===== config.mk =====
export PLATFORM = sky130hd
export DESIGN_NAME = mem_arbiter
export DESIGN_NICKNAME = d
export VERILOG_FILES = /design/src/rtl/mips_mem_pkg.sv /design/src/rtl/mem_arbiter_rr_arb2.sv /design/src/rtl/mem_arbiter.sv
export SDC_FILE = /design/constraint.sdc
export NUM_CORES = 1
export LEC_CHECK = 0
export ABC_AREA = 1
export CAP_MARGIN = 20
export CELL_PAD_IN_SITES_DETAIL_PLACEMENT = 1
export CELL_PAD_IN_SITES_GLOBAL_PLACEMENT = 2
export CORE_ASPECT_RATIO = 0.8
export CORE_MARGIN = 3
export CORE_UTILIZATION = 10
export DETAILED_ROUTE_END_ITERATION = 8
export PLACE_DENSITY = 0.95
export RECOVER_POWER = 100
export SLEW_MARGIN = 15
export SYNTH_ARGS = -nofsm -noshare
export SYNTH_HDL_FRONTEND = slang
export SYNTH_HIERARCHICAL = 1
export SYNTH_SLANG_ARGS = --single-unit

===== constraint.sdc =====
create_clock -name cclk -period 4.6 [get_ports cclk]
set_input_delay 0.92 -clock cclk [delete_from_list [all_inputs] [get_ports cclk]]
set_output_delay 0.92 -clock cclk [all_outputs]
set_load 0.01 [all_outputs]

===== src/rtl/mips_mem_pkg.sv =====
// Shared constants for the unified-memory arbiter: FSM encoding, port IDs
// and the legal range of the memory read latency.
package mips_mem_pkg;

  localparam logic [1:0] IDLE    = 2'd0;
  localparam logic [1:0] RD_WAIT = 2'd1;
  localparam logic [1:0] RD_RESP = 2'd2;

  localparam logic PORT_CPU = 1'b0;
  localparam logic PORT_DMA = 1'b1;

  localparam int unsigned RD_LAT_MIN = 32'd1;
  localparam int unsigned RD_LAT_MAX = 32'd4;
  localparam int unsigned CNT_W      = 32'd3;

  // Out-of-range latencies are pinned to the nearest legal value.
  function automatic int unsigned clamp_lat(input int unsigned lat);
    if (lat < RD_LAT_MIN) begin
      return RD_LAT_MIN;
    end else if (lat > RD_LAT_MAX) begin
      return RD_LAT_MAX;
    end else begin
      return lat;
    end
  endfunction

endpackage


===== src/rtl/mem_arbiter_rr_arb2.sv =====
// Two-requester round-robin picker; last_r remembers the port of the most
// recent grant so the other port wins the next tie.
module rr_arb2
  import mips_mem_pkg::*;
(
  input  logic       cclk,
  input  logic       rst,
  input  logic       en,
  input  logic [1:0] req,
  output logic [1:0] gnt
);

  logic       last_r;
  logic [1:0] gnt_s;

  // Pick the winner among the active requesters
  always_comb begin
    gnt_s = 2'b00;
    if (en) begin
      case (req)
        2'b01:   gnt_s = 2'b01;
        2'b10:   gnt_s = 2'b10;
        2'b11:   gnt_s = (last_r == PORT_DMA) ? 2'b01 : 2'b10;
        default: gnt_s = 2'b00;
      endcase
    end else begin
      gnt_s = 2'b00;
    end
  end

  // Track the port of every grant
  always_ff @(posedge cclk or posedge rst) begin
    if (rst) begin
      last_r <= PORT_DMA;
    end else if (|gnt_s) begin
      last_r <= gnt_s[1];
    end else begin
      last_r <= last_r;
    end
  end

  assign gnt = gnt_s;

endmodule


===== src/rtl/mem_arbiter.sv =====
// Shares the single-ported unified memory between the CPU and DMA ports,
// one grant per cycle, and steers each read response back to its issuer.
module mem_arbiter
  import mips_mem_pkg::*;
#(
  parameter int unsigned ADDR_W = 32'd32,
  parameter int unsigned DATA_W = 32'd32,
  parameter int unsigned RD_LAT = 32'd1
) (
  input  logic              cclk,
  input  logic              rst,
  input  logic              cpu_req,
  input  logic              cpu_we,
  input  logic [ADDR_W-1:0] cpu_addr,
  input  logic [DATA_W-1:0] cpu_wdata,
  output logic              cpu_gnt,
  output logic              cpu_rvalid,
  output logic [DATA_W-1:0] cpu_rdata,
  input  logic              dma_req,
  input  logic              dma_we,
  input  logic [ADDR_W-1:0] dma_addr,
  input  logic [DATA_W-1:0] dma_wdata,
  output logic              dma_gnt,
  output logic              dma_rvalid,
  output logic [DATA_W-1:0] dma_rdata,
  output logic              mem_en,
  output logic              mem_we,
  output logic [ADDR_W-1:0] mem_addr,
  output logic [DATA_W-1:0] mem_wdata,
  input  logic [DATA_W-1:0] mem_rdata
);

  localparam int unsigned LAT_C = clamp_lat(RD_LAT);

  logic [1:0]       state_r;
  logic [CNT_W-1:0] cnt_r;
  logic             owner_r;
  logic [1:0]       gnt_s;
  logic             allow_s;
  logic             rvalid_s;

  // Reset gates the grant path so outputs fall the instant rst rises
  assign allow_s = !rst && (state_r != RD_WAIT);

  rr_arb2 u_rr_arb2 (
    .cclk (cclk),
    .rst  (rst),
    .en   (allow_s),
    .req  ({dma_req, cpu_req}),
    .gnt  (gnt_s)
  );

  // Winner mux onto the memory port and response steering to the owner
  always_comb begin
    cpu_gnt  = gnt_s[0];
    dma_gnt  = gnt_s[1];
    mem_en   = |gnt_s;
    rvalid_s = (state_r == RD_RESP);
    if (gnt_s[1]) begin
      mem_we    = dma_we;
      mem_addr  = dma_addr;
      mem_wdata = dma_wdata;
    end else if (gnt_s[0]) begin
      mem_we    = cpu_we;
      mem_addr  = cpu_addr;
      mem_wdata = cpu_wdata;
    end else begin
      mem_we    = 1'b0;
      mem_addr  = {ADDR_W{1'b0}};
      mem_wdata = {DATA_W{1'b0}};
    end
    cpu_rvalid = rvalid_s && (owner_r == PORT_CPU);
    dma_rvalid = rvalid_s && (owner_r == PORT_DMA);
    cpu_rdata  = cpu_rvalid ? mem_rdata : {DATA_W{1'b0}};
    dma_rdata  = dma_rvalid ? mem_rdata : {DATA_W{1'b0}};
  end

  // Read-latency tracker; a read grant in RD_RESP simply reloads it
  always_ff @(posedge cclk or posedge rst) begin
    if (rst) begin
      state_r <= IDLE;
      cnt_r   <= {CNT_W{1'b0}};
      owner_r <= PORT_CPU;
    end else if (mem_en && !mem_we) begin
      owner_r <= gnt_s[1];
      cnt_r   <= CNT_W'(LAT_C);
      state_r <= (LAT_C == 32'd1) ? RD_RESP : RD_WAIT;
    end else begin
      owner_r <= owner_r;
      case (state_r)
        RD_WAIT: begin
          cnt_r   <= cnt_r - CNT_W'(1);
          state_r <= (cnt_r == CNT_W'(2)) ? RD_RESP : RD_WAIT;
        end
        RD_RESP: begin
          cnt_r   <= {CNT_W{1'b0}};
          state_r <= IDLE;
        end
        IDLE: begin
          cnt_r   <= cnt_r;
          state_r <= IDLE;
        end
        default: begin
          cnt_r   <= {CNT_W{1'b0}};
          state_r <= IDLE;
        end
      endcase
    end
  end

endmodule


==> summary by stage <==
Routing
The final route contains ~3300 vias. For this run, the detailed router's first-pass iteration total came to 4. The DRC violations left is 0. The wire length reported by the detailed router is between 10000 and 15000 microns. In this run the remaining antenna-violating nets after routing total 0. In the routed layout, each cell is associated on average with a via count of about 3.8. In the final routed layout, each cell accounts on average for 13.0 microns. For this block, the initial DRC count from the detailed router was 96.

Critical path
The nature of the critical path endpoint is an output port. For the worst flop-to-flop path, the logic depth is 11. The largest single stage delay on the critical path is roughly 0.57 ns. In this run the critical register-to-register path is captured at state_r[1]. The largest driver fanout on the critical path is 12.

At the worst endpoint, the arrival time is 3.37 ns. The slowest stage of the critical path belongs to the cell sky130_fd_sc_hd__dlygate4sd3_1. The data required time of the worst path is around 3.7 ns. The most critical setup path has its startpoint at rst.

The nature of the critical path startpoint is a primary input. Traced cell by cell, the critical path runs through dlygate4sd3_1 -> a21oi_1 -> nand2_1 -> a21oi_4 -> clkbuf_1 -> nand3_1 -> nand2_1 -> clkdlybuf4s50_1. By startpoint and endpoint, the worst setup path is classified as in2out. Following the worst setup path forward leads to its endpoint at mem_we. The launch instance of the worst register-to-register path is state_r[1]. For flop-to-flop paths, the worst setup slack is approximately 2.3 ns. The most frequent cell on the critical path is sky130_fd_sc_hd__nand2_1.

CTS
The clock latency on the worst-skew pair is around 0.23 ns. Clock-pin slew was measured on the worst setup and hold paths at 0.04 ns. The hold buffer count at cts is 0. In this run the number of H-tree levels came out at 1.

Once the clock tree was built, the setup fixing pass inserted 0 buffers. Once the clock tree was built, the resizer swapped 0 gates to a different size. The CTS buffer count is 3. The clock tree root driver cell is sky130_fd_sc_hd__clkbuf_16.

TritonCTS built the clock tree. Clock tree synthesis found a total of 7 sinks. The maximum root-to-sink buffer count is 2.

Yosys
In the post-synthesis netlist, the biggest area contributors are sky130_fd_sc_hd__nand2_1, sky130_fd_sc_hd__nand3_1, sky130_fd_sc_hd__nor2_1, sky130_fd_sc_hd__inv_1, sky130_fd_sc_hd__dfrtp_1. The most used flip-flop cell after synthesis is sky130_fd_sc_hd__dfrtp_1. The proportion of synthesized chip area in sequential cells is 0.0975.

The leading cell type by number of instances after synthesis is sky130_fd_sc_hd__nand2_1. After synthesis, the most frequently instantiated cells are sky130_fd_sc_hd__nand2_1, sky130_fd_sc_hd__nand3_1, sky130_fd_sc_hd__nor2_1. The post-synthesis async set-or-reset flop share is 1.00. In this run the mean area of a mapped cell was 4.82 sq um. The count of synthesis-stage warnings from yosys is 6. Of all cell types, the one taking the most synthesized area is sky130_fd_sc_hd__nand2_1. The portion of synthesized cell area occupied by the leading cell type is 0.305. The number of different library cells used by synthesis comes to 19. Synthesis produced 375 cells. Summing every instance area after synthesis gives ~1800 sq um.

Synthesis produced a netlist with a net count of roughly 540. In this run, synthesis produced a sequential element count of 7. The number of enable-type register cells in the synthesized netlist is 0.

Global route
The sum of overflow across all layers after global routing is 0. The number of antenna violations at the first check in global routing is 0. The total routing usage reported by global routing is 0.104.

Entering global routing, the biggest net connects around 70 pins. The via count of the first global-routing pass is between 3000 and 4000. The first global-routing pass estimated around 17000 microns of wire.

STA
The final count of pins violating max slew came to 0. Measured against its own limit, the worst slew margin works out to 0.115. Setup repair after global routing left no endpoint under its margin. Across the routed clock network, the largest skew measured is between 0.0006 and 0.0007 ns. The smallest clock period supported by the final layout is computed as 4.29 ns. Setup violations remaining at the end of the flow were counted as 0. The peak clock frequency supported by timing is between 200 and 250 MHz. The number of hold-slack violations in the final timing report is 0. Setup total negative slack on the finished layout was measured at 0 ns. The share of the cycle needed by the critical path after routing is 0.933. At the pin with the least slew margin, the transition time is around 1.3 ns.

Cells and area
Of the cells placed in the final design, the portion with a size suffix greater than 1 is 0.0153. The fill cell instance count of the final layout is 2191. With fillers left out, the area of the finished cells amounts to 5000 sq um.

After the last flow step, the layout net total stands at between 800 and 900. The relative area change from synthesis to final layout is 176%. 0 antenna diodes ended up in the layout.

Status
The run finished with clean final reports.

Power and ir drop
The maximum VDD drop is 0.0000761 V. The standby leakage power is roughly 2.6 nW. For this design the ratio of total power to cell area is around 140 nW/um^2.

Floorplan
The count of standard-cell rows is 43. The die is approximately 160 microns wide. During I/O placement, the number of pins put on the boundary was 300. The effective utilization at floorplan is 0.103. The y dimension of the die is 126 microns. In this run the standard cell core region covers 17500 sq um. The floorplan step defined a die boundary enclosing 19800 sq um.

Place
The total of buffers placed on input and output ports is between 200 and 300. The estimated wirelength of the detail-placed design is a little over 9000 microns. Routability-driven placement finished with a final weighted congestion of 0.754. The placed instance area is a little under 5000 sq um.

Min path
The path category of the worst min-delay check is reg2reg.

Job
Max-cap violations in this run came to 0.
registers in the layout, summed over array words and instances (netlist names):
| register | cells |
|---|---|
| state_r | 2 |
| cnt_r | 3 |
| owner_r | 1 |
| u_rr_arb2/last_r | 1 |
cell type report:
type / instances / area [sq um] / area share
Timing Repair Buffer: 303 / 3040 / 0.609
Tap cell: 225 / 282 / 0.0563
Multi-Input combinational cell: 294 / 1240 / 0.248
Clock buffer: 4 / 78.8 / 0.0158
Sequential cell: 7 / 176 / 0.0353
Inverter: 47 / 176 / 0.0353
worst max-delay path: cells and delay by family:
family	cells	cell delay (ns)
and+or+nand+nor	3	0.47
buffers and inverters	3	1.63
AOI/OAI and AO/OA	2	0.35
how the worst min path moves through the flow:
stage,startpoint,endpoint,slack (ns),depth (start not counted)
CTS,u_rr_arb2/last_r,u_rr_arb2/last_r,0.49,2
finish,u_rr_arb2/last_r,u_rr_arb2/last_r,0.48,2
floorplan,u_rr_arb2/last_r,u_rr_arb2/last_r,0.45,2
global route,u_rr_arb2/last_r,u_rr_arb2/last_r,0.51,2
detailed placement,u_rr_arb2/last_r,u_rr_arb2/last_r,0.48,2
global placement,u_rr_arb2/last_r,u_rr_arb2/last_r,0.48,2
where the power goes:
part	leakage, nW	switching [mW]	internal, mW
logic	2.50	0.205	0.270
clock network	0.0382	0.0361	0.116
registers	0.0880	0.00432	0.0696
total	2.63	0.245	0.456
layout by cell type, fill, tap and decap left out:
master	synthesis	layout
sky130_fd_sc_hd__clkbuf_16	0	3
sky130_fd_sc_hd__buf_4	7	1
sky130_fd_sc_hd__nor2b_1	1	1
sky130_fd_sc_hd__nand3_1	68	70
sky130_fd_sc_hd__dlygate4sd3_1	0	127
sky130_fd_sc_hd__inv_2	2	1
sky130_fd_sc_hd__nor3_1	1	1
sky130_fd_sc_hd__inv_1	45	45
sky130_fd_sc_hd__ha_1	2	2
sky130_fd_sc_hd__dfstp_2	1	1
sky130_fd_sc_hd__nand2_1	147	147
sky130_fd_sc_hd__o21ai_0	2	2
sky130_fd_sc_hd__nor2_1	63	64
sky130_fd_sc_hd__a21oi_4	0	1
sky130_fd_sc_hd__nand3b_1	0	1
sky130_fd_sc_hd__a21oi_1	5	4
sky130_fd_sc_hd__clkdlybuf4s50_1	0	172
sky130_fd_sc_hd__nor2_2	2	1
sky130_fd_sc_hd__clkinv_1	0	1
sky130_fd_sc_hd__dfrtp_1	6	6
sky130_fd_sc_hd__clkbuf_1	0	2
sky130_fd_sc_hd__buf_12	0	2
cells by family after synthesis:
logic type               count (synthesis)  share of synthesized area
AO/OA/AOI/OAI                            7                     0.0194
buffers and inverters                   74                      0.206
AND/OR/NAND/NOR                        285                      0.663
flip-flops                               7                     0.0975
adder cells (fa/ha/maj)                  2                     0.0138
stage by stage:
stage                     hold slack [ns]  total power, mW  setup slack (ns)   util  std cells
after floorplan                     0.454            0.265              1.65      -        375
after global routing                0.514            0.754             0.114  0.285        880
final                               0.485            0.701             0.309  0.285        880
after CTS                           0.490            0.747             0.360  0.287        880
after global placement              0.482            0.588             0.408  0.282        876
after detailed placement            0.483            0.593             0.370  0.282        876
layer usage:
layer  share of wire  global-route usage
met4          0.0079              0.0144
met5               0                   0
met3            0.11              0.0327
met1            0.39               0.117
met2            0.49               0.196
(Power assumes the default switching activity.)
